[config.mk]
export PLATFORM = sky130hd
export DESIGN_NAME = fetch_ctrl
export DESIGN_NICKNAME = d
export VERILOG_FILES = /design/src/rtl/fetch_ctrl.sv
export SDC_FILE = /design/constraint.sdc
export NUM_CORES = 1
export LEC_CHECK = 0
export CORE_MARGIN = 1.5
export CORE_UTILIZATION = 47
export DETAILED_ROUTE_END_ITERATION = 8
export PLACE_DENSITY_LB_ADDON = 0.3
export SYNTH_ARGS = -nofsm -noshare
export SYNTH_HDL_FRONTEND = slang
export SYNTH_SLANG_ARGS = --single-unit
[constraint.sdc]
create_clock -name clock -period 2.3 [get_ports clock]
set_input_delay 0.23 -clock clock [delete_from_list [all_inputs] [get_ports clock]]
set_output_delay 0.23 -clock clock [all_outputs]
set_load 0.03 [all_outputs]
[src/rtl/fetch_ctrl.sv]
// Instruction-fetch sequencer: owns the PC, issues one imem request at a time and
// holds the returned instruction in a one-entry buffer for decode.
module fetch_ctrl #(
    parameter int              XLEN     = 32,
    parameter logic [XLEN-1:0] RESET_PC = '0
) (
    input  logic            clock,
    input  logic            reset,
    output logic            io_imem_req_valid,
    input  logic            io_imem_req_ready,
    output logic [XLEN-1:0] io_imem_req_addr,
    input  logic            io_imem_resp_valid,
    input  logic [XLEN-1:0] io_imem_resp_data,
    input  logic            io_redirect_valid,
    input  logic [XLEN-1:0] io_redirect_pc,
    output logic            io_id_valid,
    input  logic            io_id_ready,
    output logic [XLEN-1:0] io_id_inst,
    output logic [XLEN-1:0] io_id_pc
);

    typedef enum logic [1:0] {
        S_REQ  = 2'd0,
        S_WAIT = 2'd1,
        S_IDLE = 2'd2
    } state_t;

    state_t          state;
    logic [XLEN-1:0] pc;
    logic [XLEN-1:0] req_addr;
    logic            kill;
    logic            buf_valid;
    logic [XLEN-1:0] buf_inst;
    logic [XLEN-1:0] buf_pc;

    logic [XLEN-1:0] redirect_target;
    logic            drain;
    logic            unused_redirect_bits;

    assign redirect_target      = {io_redirect_pc[XLEN-1:2], 2'b00};
    assign drain                = buf_valid & io_id_ready;
    assign unused_redirect_bits = ^io_redirect_pc[1:0];

    // req_addr is latched on entry to REQ so an unaccepted request keeps its
    // address even when a redirect moves pc underneath it.
    always_ff @(posedge clock) begin
        if (reset) begin
            state     <= S_REQ;
            pc        <= RESET_PC;
            req_addr  <= RESET_PC;
            kill      <= 1'b0;
            buf_valid <= 1'b0;
            buf_inst  <= '0;
            buf_pc    <= '0;
        end else begin
            if (drain) begin
                buf_valid <= 1'b0;
            end
            if (io_redirect_valid) begin
                pc        <= redirect_target;
                buf_valid <= 1'b0;
                case (state)
                    S_REQ: begin
                        kill <= 1'b1;
                        if (io_imem_req_ready) begin
                            state <= S_WAIT;
                        end
                    end
                    S_WAIT: begin
                        if (io_imem_resp_valid) begin
                            kill     <= 1'b0;
                            state    <= S_REQ;
                            req_addr <= redirect_target;
                        end else begin
                            kill <= 1'b1;
                        end
                    end
                    S_IDLE: begin
                        state    <= S_REQ;
                        req_addr <= redirect_target;
                    end
                    default: begin
                        state    <= S_REQ;
                        req_addr <= redirect_target;
                    end
                endcase
            end else begin
                case (state)
                    S_REQ: begin
                        if (io_imem_req_ready) begin
                            state <= S_WAIT;
                        end
                    end
                    S_WAIT: begin
                        if (io_imem_resp_valid) begin
                            if (kill) begin
                                kill     <= 1'b0;
                                state    <= S_REQ;
                                req_addr <= pc;
                            end else begin
                                buf_valid <= 1'b1;
                                buf_inst  <= io_imem_resp_data;
                                buf_pc    <= req_addr;
                                pc        <= req_addr + XLEN'(4);
                                state     <= S_IDLE;
                            end
                        end
                    end
                    S_IDLE: begin
                        if (!buf_valid || drain) begin
                            state    <= S_REQ;
                            req_addr <= pc;
                        end
                    end
                    default: begin
                        state    <= S_REQ;
                        req_addr <= pc;
                    end
                endcase
            end
        end
    end

    // Reset masks the request so nothing is issued while the FSM is being cleared.
    assign io_imem_req_valid = (state == S_REQ) && !reset;
    assign io_imem_req_addr  = req_addr;
    assign io_id_valid       = buf_valid;
    assign io_id_inst        = buf_inst;
    assign io_id_pc          = buf_pc;

endmodule

# Word-level counts from Yosys, hierarchy flattened
# Index checks and enable logic that the tools add are counted.
[totals]
register_bits = 132
latchBits = 0
ram_bits = 0
mem_bits_ro = 0
inputBits = 70
wordCells = 62
mem_count = 0
[op_classes]
addsub = 1
n_mul = 0
n_div = 0
magnitude_cmp = 0
n_eq_ne = 6
shifts = 0
n_mux = 28
bitwise = 4
reduce_logical = 15
[op_table]
columns = ["cell", "n"]
rows = [
  ["32-bit 2-to-1 mux", 9],
  ["32-bit one-hot mux with 3 select lines", 1],
  ["32-bit one-hot mux with 2 select lines", 1],
  ["32-bit by 3-bit adder with 32-bit output (second input constant)", 1],
  ["2-bit 2-to-1 mux", 6],
  ["3-bit AND reduction", 3],
  ["1-bit 2-to-1 mux", 8],
  ["4-bit AND reduction", 2],
  ["3-bit != test (second input constant)", 2],
  ["2-bit one-hot mux with 3 select lines", 1],
  ["2-bit nonzero test", 3],
  ["2-bit != test (second input constant)", 2],
  ["2-bit one-hot mux with 2 select lines", 1],
  ["1-bit NOT", 3],
  ["2-bit by 1-bit equality test with 1-bit output (second input constant)", 1],
  ["2-bit equality test (second input constant)", 1],
  ["1-bit logical NOT", 2],
  ["2-bit logical NOT", 1],
  ["1-bit one-hot mux with 2 select lines", 1],
  ["2-bit AND reduction", 1],
  ["2-bit OR reduction", 1],
  ["1-bit bitwise AND", 1],
  ["1-bit logical AND", 1],
  ["1-bit logical OR", 1],
]

# Depth between registers and ports, before layout
# Gate-level depths: netlist of run 1.
[depth]
depth_word = 5
depth_mapped = 7
ltp_nobuf = 6

# Least setup slack after synthesis of run 1
# Ideal clock, no wire load.
[synth_path]
path_kind = "register to register"
start = "register req_addr[8], in the netlist io_imem_req_addr[8]"
end = "register pc[26]"
arrival_ns = 1.853
slack_ns = 0.313
path_stages_with_launch = 8
cell_sequence = "dfxtp_1 > buf_2 > nand4_2 > or3_1 > buf_6 > nor4_2 > xnor2_1 > o22ai_1"
[synth_between]
elab_chain_len = 5
[synth_lines]
columns = ["item", "line_no", "text"]
rows = [
  ["from (decl)", "30", "logic [XLEN-1:0] req_addr;"],
  ["from (signal assigned)", "73", "req_addr <= redirect_target;"],
  ["from (signal assigned)", "80", "req_addr <= redirect_target;"],
  ["from (signal assigned)", "84", "req_addr <= redirect_target;"],
  ["32-bit by 3-bit adder with 32-bit output", "104", "pc <= req_addr + XLEN'(4);"],
  ["32-bit 2-to-1 mux", "96", "if (kill) begin"],
  ["32-bit 2-to-1 mux", "95", "if (io_imem_resp_valid) begin"],
  ["32-bit 2-to-1 mux", "88", "case (state)"],
  ["32-bit 2-to-1 mux", "59", "if (io_redirect_valid) begin"],
  ["to (signal assigned)", "60", "pc <= redirect_target;"],
  ["to (signal assigned)", "104", ""],
  ["to (decl)", "29", "logic [XLEN-1:0] pc;"],
]
# Every way passes these cells. The select of a mux whose other input is x is not followed.
# A chain may end at the register's enable or synchronous reset.

# Worst setup path after layout of run 1
[layout_path]
start = "register state[1]"
end = "register pc[29]"
[layout_between]
elab_chain_len = 3
[layout_lines]
columns = ["item", "line_no", "text"]
rows = [
  ["from (decl)", "28", "state_t state;"],
  ["from (signal assigned)", "48", "state <= S_REQ;"],
  ["from (signal assigned)", "66", "state <= S_WAIT;"],
  ["from (signal assigned)", "72", "state <= S_REQ;"],
  ["2-bit by 1-bit equality test with 1-bit output", "88", ""],
  ["2-bit nonzero test (no line)", "-", ""],
  ["3-bit AND reduction (no line)", "-", ""],
]
# Every way passes these cells.

==> results.ini, run 1 <==
[run_status]
status=finished, violations left
violations=DRC

[power]
p_leak_nw=2.78
seqPwrFrac=0.420
comb_power_share=0.127
irDropWorstVdd_mv=0.377
power.total_mw=5.81
power.density_nw_per_um2=720
clkPwrFrac=0.453
internal_power_mw=4.39
p_sw_frac=0.245
p_switching_mw=1.42

[timing]
period_needed_ns=2.04
max_freq_mhz=491
rsz0062_at_grt=no
worstMarginPinSlew_ns=1.26
finalSetupViolCount=0
fin_crit_sh=0.885
hold_ws_ns=0.283
fin_worst_skew_ns=0.00598
slew_viol_final=0
relSlewSlack=0.158
finalHoldViolCount=0

[placement]
dp_hpwl_microns=11000
placed_cells=956
portBuffers=165
gp_congestion=0.842
place_area_sq_um=7500

[detailed_routing]
via_per_inst=5.54
wl_per_cell_microns=16.1
num_vias=5465
dr.first_iter.drc_count=466
finalWirelength_microns=15900
drtAntennaViolNets=0
dr.pass1.iters=7
drc=18

[finish]
nets=903
diodes=0
drive_above_1_share=0.0900
area_growth_pct=44.0
final_area_sq_um=8070
stdcell_count=987

[critical_path]
rrSetupSlack_ns=0.26
reg2reg_from=state[1]$_SDFFE_PP0P_
cp.required_ns=2.63
r2r-end=pc[29]$_SDFFE_PP0P_
end_kind=flip-flop
cp.arrival_ns=2.36
crit_family=simple AND/OR/NAND/NOR gates
slowest_delay_ns=0.95
path_buf_inv=0
slowest_stage=nor2_1
startpoint_type=flip-flop
reg2regPathDepth=4
crit_chain=nor3_2 > nor2_1 > a22oi_1 > o22ai_1
crit_type=flip-flop to flip-flop
cp_max_fo=16

[logic_synthesis]
ys_seq_elements=132
syn_inst=672
yosys_warnings=0
synth_edf_count=0
synth.distinct_cells=46
syn_area_sq_um=5610
ys_seq_area_frac=0.471
syn_avg_cell_area_sq_um=8.34
syn_nets=743
synth_flop_cell=dfxtp_1
ys_async_sr_fraction=0

[global_route]
grt_pass1_wl_microns=25800
grtUsageTotal=0.251
grt_overflow=0
grt_pass1_vias=5243
grt_max_degree=81
antenna_found_initial=0

[clocking]
clk_latency_ns=0.41
root_buffer=clkbuf_16
cts_made_buffers=17
cts_tree=yes
cts_num_sinks=132
clockBufferDepth=2
cts_resized=0
holdBufCountCts=0
cts_max_level=4
clk_pin_slew_worst_paths_ns=0.05
post_cts_buffers=0

[floorplanning]
placementRows=39
ios=168
dieArea_sq_um=12600
start_util=0.487
fp.dieH_microns=112
fp.dieW_microns=112
coreArea_sq_um=11500

[worst_hold_path]
min_from=reset
worstHoldPathType=input port to flip-flop
whs_endpoint=pc[1]$_SDFFE_PP0P_
hold_depth=3

[flow_run]
cap_violations=0

## through the flow
step / TNS (ns) / util / setup WS, ns
final: 0 / 0.701 / 0.264
after global placement: 0 / 0.651 / 0.100
after global routing: 0 / 0.701 / 0.134
after CTS: 0 / 0.701 / 0.274
after detailed placement: -0.205 / 0.651 / -0.0624
after floorplan: 0 / - / 0.313
## cell usage in the layout, fill, tap and decap left out, types with 11 or more instances in the layout
master / count
a211oi_1: 21
a21oi_1: 79
a22oi_1: 14
buf_4: 29
clkbuf_16: 17
clkdlybuf4s50_1: 163
dfxtp_1: 132
mux2i_1: 21
nand2_1: 152
nand2b_1: 12
nand3_1: 11
nor2_1: 49
o22ai_1: 17
xnor2_1: 18
## Yosys cell counts, types with 2 or more instances
cell type	number	area [sq um]
o31ai_1	2	15.0
o22ai_1	17	106
nand2_1	152	571
buf_1	3	11.3
nor3_1	10	50.1
a21oi_1	79	395
nand3_1	11	55.1
clkbuf_1	41	154
or3_1	3	18.8
nor4_4	2	42.5
a22oi_1	14	105
mux2i_1	21	210
and4_1	4	35.0
and2_1	4	25.0
xor2_1	10	87.6
a222oi_1	2	20.0
nand2b_1	13	81.3
a211oi_1	21	158
o32ai_1	4	35.0
a311oi_1	9	78.8
a2111oi_2	2	30.0
a211o_1	2	17.5
nor2b_1	4	25.0
dfxtp_1	132	2640
nand3b_1	2	15.0
nor2_1	49	184
nand4_1	9	56.3
xnor2_1	18	158
buf_2	10	50.1
nor3_2	2	20.0
o21a_1	2	15.0
inv_1	4	15.0
## sequential cells by signal, summed over array words and instances, names as in the netlist
signal	cells
state	2
io_imem_req_addr	32
io_id_valid	1
io_id_inst	32
kill	1
pc	32
io_id_pc	32
## worst reg2reg max path, stage by stage, from the launching register on
cell and delay, ns:
dfxtp_1 0.48, nor3_2 0.09, nor2_1 0.95, a22oi_1 0.20
o22ai_1 0.24
## logic make-up (layout without fill, tap and decap cells)
logic type / count (synthesis) / after routing / synth area share
xor+xnor: 28 / 28 / 0.0437
flops: 132 / 132 / 0.471
buf+inv: 60 / 232 / 0.0440
mux: 21 / 21 / 0.0375
fa+ha+maj: 1 / 1 / 0.00223
simple gates: 272 / 272 / 0.221
compound gates: 158 / 158 / 0.180
## layout make-up
cell class,instances,area (sq um)
flip-flops and latches,132,2640
fillers,885,3440
inverters,4,15.0
repair buffers,197,1930
well taps,143,179
clock inverters,9,104
clock buffers,22,474
multi-input cells,480,2730
## how the worst max path moves through the flow
stage	to	slack (ns)	startpoint	depth (start not counted)
detailed placement	pc[29]$_SDFFE_PP0P_	-0.06	io_imem_resp_valid	6
global placement	pc[29]$_SDFFE_PP0P_	0.10	io_imem_resp_valid	6
floorplan	pc[26]$_SDFFE_PP0P_	0.31	io_imem_req_addr[8]$_SDFFE_PP0P_	7
global route	pc[29]$_SDFFE_PP0P_	0.13	state[1]$_SDFFE_PP0P_	4
CTS	pc[29]$_SDFFE_PP0P_	0.27	state[1]$_SDFFE_PP0P_	4
finish	pc[29]$_SDFFE_PP0P_	0.26	state[1]$_SDFFE_PP0P_	4
## power by group through the flow
stage	clock network, mW	logic, mW	registers, mW
after floorplan	0	0.289	2.58
after global placement	0	0.714	2.48
after detailed placement	0	0.731	2.49
after CTS	2.66	0.737	2.44
after global routing	2.77	0.793	2.45
final	2.63	0.739	2.44
## metal layers
layer	GRT usage	vias up	part of all wire
li1	-	2645	-
met1	0.318	2588	0.43
met2	0.429	211	0.49
met3	0.0524	21	0.067
met4	0.0852	0	0.013
met5	0	-	0
(Power assumes the default switching activity.)
==> run 2, diff against run 1 <==
--- a/config.mk
+++ b/config.mk
@@ -8,6 +8,7 @@
 export CORE_MARGIN = 1.5
 export CORE_UTILIZATION = 47
 export DETAILED_ROUTE_END_ITERATION = 8
+export GPL_ROUTABILITY_DRIVEN = 0
 export PLACE_DENSITY_LB_ADDON = 0.3
 export SYNTH_ARGS = -nofsm -noshare
 export SYNTH_HDL_FRONTEND = slang
==> results of run 2 <==
Same layout as run 1: the final DEF is identical, and so are final timing and power.
==> run 3, diff against run 2 <==
--- a/config.mk
+++ b/config.mk
@@ -6,7 +6,7 @@
 export NUM_CORES = 1
 export LEC_CHECK = 0
 export CORE_MARGIN = 1.5
-export CORE_UTILIZATION = 47
+export CORE_UTILIZATION = 49
 export DETAILED_ROUTE_END_ITERATION = 8
 export GPL_ROUTABILITY_DRIVEN = 0
 export PLACE_DENSITY_LB_ADDON = 0.3
==> constraint.sdc (replaced) <==
create_clock -name clock -period 2.6 [get_ports clock]
set_input_delay 0.26 -clock clock [delete_from_list [all_inputs] [get_ports clock]]
set_output_delay 0.26 -clock clock [all_outputs]
set_load 0.03 [all_outputs]
==> results.ini, run 3 (same netlist as run 1, synthesis figures left out) <==
[finish]
area_growth_pct=41.4
layout_common_cells=clkdlybuf4s50_1, nand2_1, dfxtp_1
diodes=0  ; unchanged
ff_latch_area_sq_um=2640  ; unchanged
stdcell_count=969  ; -1.8%
final_common_cell=clkdlybuf4s50_1
multi_input_area_sq_um=2730  ; unchanged
nets=888  ; -1.7%
nFillCells=836  ; -5.5%
drive_above_1_share=0.0724  ; -0.0177
post-route-util=0.722  ; +0.0206

[flow_run]
cap_violations=0  ; unchanged

[floorplanning]
fp.dieH_microns=110  ; -2.0%
dieArea_sq_um=12100  ; -4.0%
placementRows=38  ; -2.6%
fp.dieW_microns=110  ; -2.0%
coreArea_sq_um=11000  ; -4.6%
start_util=0.510  ; +0.0236
ios=168  ; unchanged

[run_status]
status=finished, final reports clean

[detailed_routing]
top_signal_layer_used=met4
finalWirelength_microns=15700  ; -1.0%
dr.pass1.iters=5  ; -2
met2WireLength_microns=7600  ; -2.3%
drtAntennaViolNets=0  ; unchanged
wl_per_cell_microns=16.2  ; +0.81%
wl_met3_microns=1140  ; +7.8%
dr.first_iter.drc_count=495  ; +6.2%
via_per_inst=5.56  ; +0.48%
drc=0  ; -18
wl_met1_microns=6650  ; -2.9%
num_vias=5391  ; -1.4%

[power]
clkPwrFrac=0.448  ; -0.005
seqPwrFrac=0.431  ; +0.011
internal_power_mw=3.81  ; -13%
p_switching_mw=1.25  ; -12%
irDropWorstVdd_mv=0.513  ; +36%
comb_power_share=0.121  ; -0.006
p_leak_nw=2.69  ; -3.3%
p_sw_frac=0.247  ; +0.00156
power.density_nw_per_um2=638  ; -11%

[clocking]
post_cts_buffers=0  ; unchanged
clk_pin_slew_worst_paths_ns=0.06  ; about the same
cts_num_sinks=132  ; unchanged
cts_made_buffers=17  ; unchanged
cts_tree=yes
cts_max_level=4  ; unchanged
root_buffer=clkbuf_16
cts_resized=0  ; unchanged
clk_latency_ns=0.41  ; about the same
holdBufCountCts=0  ; unchanged
clockBufferDepth=2  ; unchanged

[placement]
dp_hpwl_microns=10600  ; -3.3%
portBuffers=165  ; unchanged
placed_cells=938  ; -1.9%
place_ws_ns=0.274  ; +0.337 ns

[timing]
worstMarginPinSlew_ns=1.25  ; -0.0118 ns
fin_crit_sh=0.832  ; -0.0532
final.setup.worst_slack_ns=0.437  ; +0.173 ns
max_freq_mhz=462  ; -5.9%
period_needed_ns=2.16  ; +0.127 ns
rsz0062_at_grt=no
finalSetupViolCount=0  ; unchanged
slew_viol_final=0  ; unchanged
tns_ns=0  ; unchanged
fin_worst_skew_ns=0.00805  ; +0.00207 ns
relSlewSlack=0.166  ; +0.00788
finalHoldViolCount=0  ; unchanged

[worst_hold_path]
whs_endpoint=pc[3]$_SDFFE_PP0P_
min_from=reset
hold_depth=2  ; -1
worstHoldPathType=input port to flip-flop

[global_route]
grt_pass1_vias=4898  ; -6.6%
grt_pass1_wl_microns=24200  ; -6.0%
grt_overflow=0  ; unchanged
grt_max_degree=85  ; +4.9%
grtUsageTotal=0.259  ; +0.00751
antenna_found_initial=0  ; unchanged

[critical_path]
crit_type=flip-flop to flip-flop
reg2regPathDepth=5  ; +1
rrSetupSlack_ns=0.44  ; +0.17 ns
cp.required_ns=2.86  ; +0.23 ns
reg2reg_from=io_imem_req_addr[8]$_SDFFE_PP0P_
cp.arrival_ns=2.43  ; +0.07 ns
cp_max_fo=9  ; -7
end_kind=flip-flop
r2r-end=pc[31]$_SDFFE_PP0P_
startpoint_type=flip-flop

==> run 3: power groups by stage <==
| stage | registers, mW | clock network, mW | logic [mW] |
|---|---|---|---|
| after global placement | 2.21 | 0 | 0.590 |
| after detailed placement | 2.22 | 0 | 0.605 |
| after floorplan | 2.29 | 0 | 0.256 |
| after CTS | 2.17 | 2.30 | 0.611 |
| final | 2.18 | 2.27 | 0.612 |
| after global routing | 2.18 | 2.40 | 0.654 |
==> run 3: worst max-delay path by stage <==
| stage | from | end | slack [ns] | cells after the start |
|---|---|---|---|---|
| global placement | io_imem_resp_valid | pc[24]$_SDFFE_PP0P_ | 0.38 | 6 |
| global route | io_imem_req_addr[8]$_SDFFE_PP0P_ | pc[31]$_SDFFE_PP0P_ | 0.27 | 5 |
| floorplan | io_imem_req_addr[8]$_SDFFE_PP0P_ | pc[26]$_SDFFE_PP0P_ | 0.61 | 7 |
| CTS | io_imem_req_addr[8]$_SDFFE_PP0P_ | pc[31]$_SDFFE_PP0P_ | 0.45 | 5 |
| detailed placement | io_imem_resp_valid | pc[9]$_SDFFE_PP0P_ | 0.27 | 6 |
| finish | io_imem_req_addr[8]$_SDFFE_PP0P_ | pc[31]$_SDFFE_PP0P_ | 0.44 | 5 |
==> run 3: area by class of cell <==
class	count	area share
multi-input cells	480	0.344
flip-flops and latches	132	0.333
repair buffers	182	0.228
clock buffers	21	0.0568
well taps	140	0.0221
clock inverters	10	0.0137
inverters	4	0.00189
==> run 3: critical path: stages, from the launching register on <==
cell	delay, ns
dfxtp_1	0.54
nand4_2	0.22
or3_1	0.62
nor4_4	0.39
xnor2_1	0.15
o22ai_1	0.09
==> run 3: metrics by stage <==
step | power [mW] | hold slack (ns) | cell area, sq um
5_1_grt | 5.24 | 0.346 | 7930
3_5_place_dp | 2.82 | 0.445 | 7370
6_report | 5.06 | 0.333 | 7930
2_1_floorplan | 2.54 | 0.377 | 5610
4_1_cts | 5.08 | 0.307 | 7930
3_3_place_gp | 2.80 | 0.441 | 7370
==> run 3: per-layer routing <==
| metal | up-vias | track usage |
|---|---|---|
| met5 | - | 0 |
| met4 | 0 | 0.106 |
| met3 | 30 | 0.0563 |
| met2 | 207 | 0.435 |
| met1 | 2530 | 0.321 |
| li1 | 2624 | - |
